`src/rtl/uart_alu_pkg.sv`:
```
// Shared types and constants for the UART ALU packet path.
// The parser's optional idle-timeout is enabled with `define PARSER_TIMEOUT_EN.
package uart_alu_pkg;

  localparam logic [7:0] OP_ECHO = 8'hEC;
  localparam logic [7:0] OP_ADD  = 8'hA0;
  localparam logic [7:0] OP_MUL  = 8'hA1;
  localparam logic [7:0] OP_DIV  = 8'hA2;

  localparam int HDR_BYTES = 4;

  typedef logic [15:0] pkt_len_t;

  typedef enum logic [2:0] {
    S_OP,
    S_RSVD,
    S_LEN_LO,
    S_LEN_HI,
    S_ECHO,
    S_COLLECT,
    S_EMIT,
    S_DRAIN
  } parser_state_t;

  function automatic logic is_arith(input logic [7:0] op);
    return (op == OP_ADD) || (op == OP_MUL) || (op == OP_DIV);
  endfunction

  function automatic logic is_known(input logic [7:0] op);
    return (op == OP_ECHO) || is_arith(op);
  endfunction

endpackage

```
`src/rtl/uart_alu_parser.sv`:
```
// Packet parser: UART byte stream -> echo bytes or 32-bit ALU operands.
// Define PARSER_TIMEOUT_EN to abort packets that stall mid-stream.
//
// state     | meaning
// S_OP      | idle, next byte is the opcode
// S_RSVD    | reserved header byte, discarded
// S_LEN_LO  | length LSB
// S_LEN_HI  | length MSB, header validated on this byte
// S_ECHO    | payload passed straight through to the echo port
// S_COLLECT | payload bytes assembled into a little-endian operand
// S_EMIT    | operand offered to the ALU, input stalled
// S_DRAIN   | payload of a rejected packet discarded
module uart_alu_parser
  import uart_alu_pkg::*;
#(
  parameter int MAX_LEN_P        = 1024,
  parameter int TIMEOUT_CYCLES_P = 100000
) (
  input  logic        clk_i,
  input  logic        rst_i,
  input  logic [7:0]  rx_data_i,
  input  logic        rx_valid_i,
  output logic        rx_ready_o,
  output logic [7:0]  op_o,
  output logic [31:0] operand_o,
  output logic        operand_valid_o,
  input  logic        operand_ready_i,
  output logic        operand_last_o,
  output logic [7:0]  echo_data_o,
  output logic        echo_valid_o,
  input  logic        echo_ready_i,
  output logic        err_o
);

  localparam pkt_len_t MAX_LEN_C = pkt_len_t'(MAX_LEN_P);
  localparam pkt_len_t HDR_LEN_C = pkt_len_t'(HDR_BYTES);

  parser_state_t state_q, state_d;
  logic [7:0]    len_lo_q;
  pkt_len_t      rem_q;
  logic [1:0]    byte_idx_q;

  logic     rx_fire;
  pkt_len_t len_w, rem_w;
  logic     len_short, hdr_err, tmo_hit;

  assign rx_fire   = rx_valid_i && rx_ready_o;
  assign len_w     = {rx_data_i, len_lo_q};
  assign rem_w     = len_w - HDR_LEN_C;
  assign len_short = len_w < HDR_LEN_C;

  always_comb begin
    hdr_err = 1'b0;
    if (len_short || (len_w > MAX_LEN_C) || !is_known(op_o))
      hdr_err = 1'b1;
    else if (is_arith(op_o) && ((rem_w == '0) || (rem_w[1:0] != 2'b00)))
      hdr_err = 1'b1;
  end

`ifdef PARSER_TIMEOUT_EN
  localparam int TMO_W = $clog2(TIMEOUT_CYCLES_P + 1);
  localparam logic [TMO_W-1:0] TMO_LOAD_C = TMO_W'(TIMEOUT_CYCLES_P - 1);

  logic [TMO_W-1:0] tmo_cnt_q;
  logic             tmo_run;

  assign tmo_run = (state_q != S_OP) && (state_q != S_EMIT);
  assign tmo_hit = tmo_run && !rx_fire && (tmo_cnt_q == '0);

  // Down-counter reloads on every accepted byte; terminal count means stalled.
  always_ff @(posedge clk_i or posedge rst_i) begin
    if (rst_i)
      tmo_cnt_q <= TMO_LOAD_C;
    else if (!tmo_run || rx_fire || tmo_hit)
      tmo_cnt_q <= TMO_LOAD_C;
    else
      tmo_cnt_q <= tmo_cnt_q - 1'b1;
  end
`else
  assign tmo_hit = 1'b0;
`endif

  always_ff @(posedge clk_i or posedge rst_i) begin
    if (rst_i) state_q <= S_OP;
    else       state_q <= state_d;
  end

  always_comb begin
    state_d = state_q;
    case (state_q)
      S_OP:     if (rx_fire) state_d = S_RSVD;
      S_RSVD:   if (rx_fire) state_d = S_LEN_LO;
      S_LEN_LO: if (rx_fire) state_d = S_LEN_HI;
      S_LEN_HI: begin
        if (rx_fire) begin
          if (hdr_err)
            state_d = (!len_short && (rem_w != '0)) ? S_DRAIN : S_OP;
          else if (rem_w == '0)
            state_d = S_OP;
          else if (op_o == OP_ECHO)
            state_d = S_ECHO;
          else
            state_d = S_COLLECT;
        end
      end
      S_ECHO:    if (rx_fire && (rem_q == 16'd1)) state_d = S_OP;
      S_COLLECT: if (rx_fire && (byte_idx_q == 2'd3)) state_d = S_EMIT;
      S_EMIT:    if (operand_ready_i) state_d = operand_last_o ? S_OP : S_COLLECT;
      S_DRAIN:   if (rx_fire && (rem_q == 16'd1)) state_d = S_OP;
      default:   state_d = S_OP;
    endcase
    if (tmo_hit) state_d = S_OP;
  end

  always_comb begin
    rx_ready_o   = 1'b1;
    echo_data_o  = rx_data_i;
    echo_valid_o = 1'b0;
    case (state_q)
      S_ECHO: begin
        rx_ready_o   = echo_ready_i;
        echo_valid_o = rx_valid_i;
      end
      S_EMIT:  rx_ready_o = 1'b0;
      default: rx_ready_o = 1'b1;
    endcase
  end

  always_ff @(posedge clk_i or posedge rst_i) begin
    if (rst_i) begin
      op_o            <= '0;
      operand_o       <= '0;
      operand_valid_o <= 1'b0;
      operand_last_o  <= 1'b0;
      err_o           <= 1'b0;
      len_lo_q        <= '0;
      rem_q           <= '0;
      byte_idx_q      <= '0;
    end else begin
      err_o <= 1'b0;
      case (state_q)
        S_OP: begin
          byte_idx_q <= '0;
          if (rx_fire) op_o <= rx_data_i;
        end
        S_LEN_LO: if (rx_fire) len_lo_q <= rx_data_i;
        S_LEN_HI: begin
          if (rx_fire) begin
            err_o      <= hdr_err;
            rem_q      <= len_short ? '0 : rem_w;
            byte_idx_q <= '0;
          end
        end
        S_ECHO, S_DRAIN: if (rx_fire) rem_q <= rem_q - 16'd1;
        S_COLLECT: begin
          if (rx_fire) begin
            operand_o[{byte_idx_q, 3'b000} +: 8] <= rx_data_i;
            byte_idx_q <= byte_idx_q + 2'd1;
            rem_q      <= rem_q - 16'd1;
            if (byte_idx_q == 2'd3) begin
              operand_valid_o <= 1'b1;
              operand_last_o  <= (rem_q == 16'd1);
            end
          end
        end
        S_EMIT: begin
          if (operand_ready_i) begin
            operand_valid_o <= 1'b0;
            operand_last_o  <= 1'b0;
          end
        end
        default: ;
      endcase
      if (tmo_hit) begin
        err_o           <= 1'b1;
        operand_valid_o <= 1'b0;
        operand_last_o  <= 1'b0;
      end
    end
  end

endmodule

```
`config.mk`:
```
export PLATFORM = sky130hd
export DESIGN_NAME = uart_alu_parser
export DESIGN_NICKNAME = d
export VERILOG_FILES = /design/src/rtl/uart_alu_pkg.sv /design/src/rtl/uart_alu_parser.sv
export SDC_FILE = /design/constraint.sdc
export NUM_CORES = 1
export LEC_CHECK = 0
export ABC_AREA = 1
export CAP_MARGIN = 20
export CORE_ASPECT_RATIO = 1.75
export CORE_MARGIN = 4
export CORE_UTILIZATION = 52
export CTS_BUF_LIST = sky130_fd_sc_hd__clkbuf_8
export DETAILED_ROUTE_END_ITERATION = 8
export PLACE_DENSITY_LB_ADDON = 0.25
export SLEW_MARGIN = 40
export SYNTH_ARGS = -nofsm -noshare
export SYNTH_HDL_FRONTEND = slang
export SYNTH_SLANG_ARGS = --single-unit
```
`constraint.sdc`:
```
create_clock -name clk_i -period 5.05 [get_ports clk_i]
set_clock_uncertainty 0.1 [all_clocks]
set_input_delay 0.7575 -clock clk_i [delete_from_list [all_inputs] [get_ports clk_i]]
set_output_delay 0.7575 -clock clk_i [all_outputs]
set_load 0.05 [all_outputs]
```
==> summary.md <==
| Metric | Value |
|---|---|
| Leak pwr | `0.00241 µW` |
| RSZ-0062 raised after global routing | `no` |
| Share of cells above drive strength 1 | `0.0795` |
| Multi-input gate area | `2040 µm²` |
| DR WL/cell | `15.6 µm` |
| Most Crowded Layer GR | `met2` |
| Worst-path maximum fanout | `3` |
| Hold slack | `0.384 ns` |
| Max-slew headroom | `0.508` |
| FF/Latch Area | `1800 µm²` |
| CP startpoint kind | `input pin` |
| Later-pin clock latency in the skew report | `0.37 ns` |
| Final setup fails | `0` |
| First-pass GRT wire length | `18,400 µm` |
| Clk pwr share | `0.369` |
| HPWL Detailed | `8310 µm` |
| Post-CTS Hold Buffers | `0` |
| DRT Pass-1 Iters | `5` |
| Grt ovf | `0` |
| Initial antenna violation count | `0` |
| Largest net degree at the start of global routing | `43` |
| Final core occ | `0.638` |
| CTS tree | `built` |
| Fmax | `322 MHz` |
| Total number of vias | `3,977` |
| Total of max-cap violations | `0` |
| Gate Count Post-Synth | `558` |
| I/O pin cnt | `66` |
| GR Util met1 | `0.294` |
| P_int | `837 µW` |
| Die Height | `127 µm` |
| Sequential share of the synthesized area | `0.431` |
| Required time worst endpoint | `4.19 ns` |
| Count of cell types in the netlist | `33` |
| Final WL | `11,000 µm` |
| Gr usage total | `0.249` |
| DRC | `0` |
| Grt met3 use | `0.0666` |
| Sequential power share | `0.511` |
| Combinational power share | `0.120` |
| Vias per cell | `5.63` |
| Inserted Clock Buffers | `9` |
| Post-synth EDFFs | `0` |
| Slew Limit Fails | `0` |
| Arr. time, crit path | `2.25 ns` |
| Fin. Hold Viols | `0` |
| Avg Inst Size Synth | `7.49 µm²` |
| P&R area growth vs syn | `20.0%` |
| Setup CP Type | `input pin to primary output` |
| Antenna cells | `0` |
| Min-Delay Path Class | `flip-flop to flip-flop` |
| Least-Margin Pin Slew | `0.739 ns` |
| Layout fillers | `693` |
| Die Wd | `75.8 µm` |
| Power density over cell area | `240 nW/µm²` |
| GR met2 Demand/Resource | `0.411` |
| Peak supply drop | `0.191 mV` |
| Number of warnings issued by yosys | `0` |
| Die Footprint | `9590 µm²` |
| Iter 0 DRT Violations | `344` |
| Effective utilization at floorplan | `0.532` |
| Final worst slack | `1.94 ns` |
| Netlist Area Pre-Place | `4180 µm²` |
| PortBufs | `65` |
| Final min period | `3.11 ns` |
| Core area | `7860 µm²` |
| Cell Rows | `43` |
| Switching power | `366 µW` |
| Setup Fix Bufs, Post-CTS | `0` |
| Reg clk slew, reported paths | `0.09 ns` |
| Dpl ws | `1.88 ns` |
| Routability cong. | `0.915` |
| Sw Ratio | `0.304` |
| CP endpoint kind | `primary output` |
| Flops & latches, synth | `72` |
| Post-Syn Nets | `582` |
| Status | `completed` |
| Post-synthesis async set-or-reset flop share | `1.00` |
| ANT nets after route | `0` |
| CTS H-tree depth | `3` |
| Final period util | `0.615` |
| Root buffer cell | `clkbuf_8` |
| Post-CTS resize count | `0` |
| Clk sink count | `72` |
| Pwr Total | `1200 µW` |
| Nets@finish | `635` |
| Setup tns final | `0 ns` |
| Vias in the first global route | `3,954` |
| CTS max path bufs | `2` |
| Prevailing post-synth register cell | `dfrtp_1` |
[worst max-delay path, stage by stage]
cell             delay [ns]
clkdlybuf4s50_1        0.51
inv_1                  0.07
nor2_1                 0.10
clkdlybuf4s50_1        0.80
[cell families (layout without fill, tap and decap cells)]
family | count (synthesis) | in the layout | synth area share
AND/OR/NAND/NOR | 277 | 277 | 0.297
XOR/XNOR | 5 | 5 | 0.0105
AO/OA/AOI/OAI | 114 | 114 | 0.149
adder cells (fa/ha/maj) | 11 | 11 | 0.0329
flip-flops | 72 | 72 | 0.431
buffers and inverters | 79 | 137 | 0.0800
[area by class of cell]
cell class / count / area share
Clock inverter: 7 / 0.0130
Multi-Input combinational cell: 407 / 0.408
Inverter: 55 / 0.0417
Clock buffer: 9 / 0.0247
Timing Repair Buffer: 66 / 0.131
Tap cell: 90 / 0.0225
Sequential cell: 72 / 0.359
[synth_stat cells, types with 4 or more instances]
cell type | count | area (µm²)
nor2_4 | 4 | 45.0
buf_4 | 8 | 60.1
clkbuf_1 | 10 | 37.5
ha_1 | 11 | 138
a21oi_1 | 27 | 135
nand2_2 | 7 | 43.8
nand3_1 | 30 | 150
buf_2 | 6 | 30.0
nand2_1 | 128 | 480
nand4_1 | 22 | 138
o21ai_0 | 67 | 335
xor2_1 | 5 | 43.8
nor2_1 | 62 | 233
nor3_1 | 6 | 30.0
nor2_2 | 11 | 68.8
a22oi_1 | 5 | 37.5
dfrtp_1 | 72 | 1800
inv_1 | 52 | 195
[power groups by stage]
stage	Combinational [µW]	Sequential [µW]	Clock [µW]
6_report	144	615	444
5_1_grt	164	618	477
4_1_cts	145	615	451
3_5_place_dp	144	626	0
3_3_place_gp	140	625	0
2_1_floorplan	105	622	0
[placed cells by master, fill, tap and decap left out, types with 3 or more instances in the layout]
| master | instances |
|---|---|
| a21oi_1 | 27 |
| a22oi_1 | 5 |
| a31oi_1 | 3 |
| clkbuf_8 | 9 |
| clkdlybuf4s50_1 | 65 |
| clkinv_4 | 3 |
| dfrtp_1 | 72 |
| ha_1 | 11 |
| inv_1 | 51 |
| inv_2 | 3 |
| nand2_1 | 127 |
| nand2_2 | 8 |
| nand3_1 | 30 |
| nand4_1 | 22 |
| nor2_1 | 62 |
| nor2_2 | 11 |
| nor2_4 | 4 |
| nor3_1 | 6 |
| nor4_1 | 3 |
| o21ai_0 | 67 |
| xor2_1 | 5 |
[per-layer routing]
layer | vias to the layer above | routed length, µm
met5 | - | 0
met4 | 0 | 381
met3 | 30 | 462
met2 | 116 | 5810
met1 | 1880 | 4340
li1 | 1951 | -
[state kept, by name, summed over array words and instances, names as in the netlist]
register and flops:
len_lo_q 8, byte_idx_q 2, operand_valid_o 1, state_q 3, err_o 1, operand_last_o 1
rem_q 16, operand_o 32, op_o 8
[final timing paths]
kind	startpoint	slack [ns]	depth (start not counted)	to
setup / recovery	rx_valid_i	1.94	4	echo_valid_o
hold / removal	operand_valid_o	0.38	2	operand_valid_o
setup reg to reg	byte_idx_q[0]	2.25	7	operand_o[2]
hold reg to reg	operand_valid_o	0.38	2	operand_valid_o
max in group asynchronous	rst_i	3.37	3	operand_o[2]
min in group asynchronous	rst_i	0.68	2	err_o
[per-stage QoR]
step	area (µm²)	instances
2_1_floorplan	4180	558
3_3_place_gp	4820	690
3_5_place_dp	4820	690
4_1_cts	5010	706
5_1_grt	5010	706
6_report	5010	706
(Power assumes the default switching activity.)
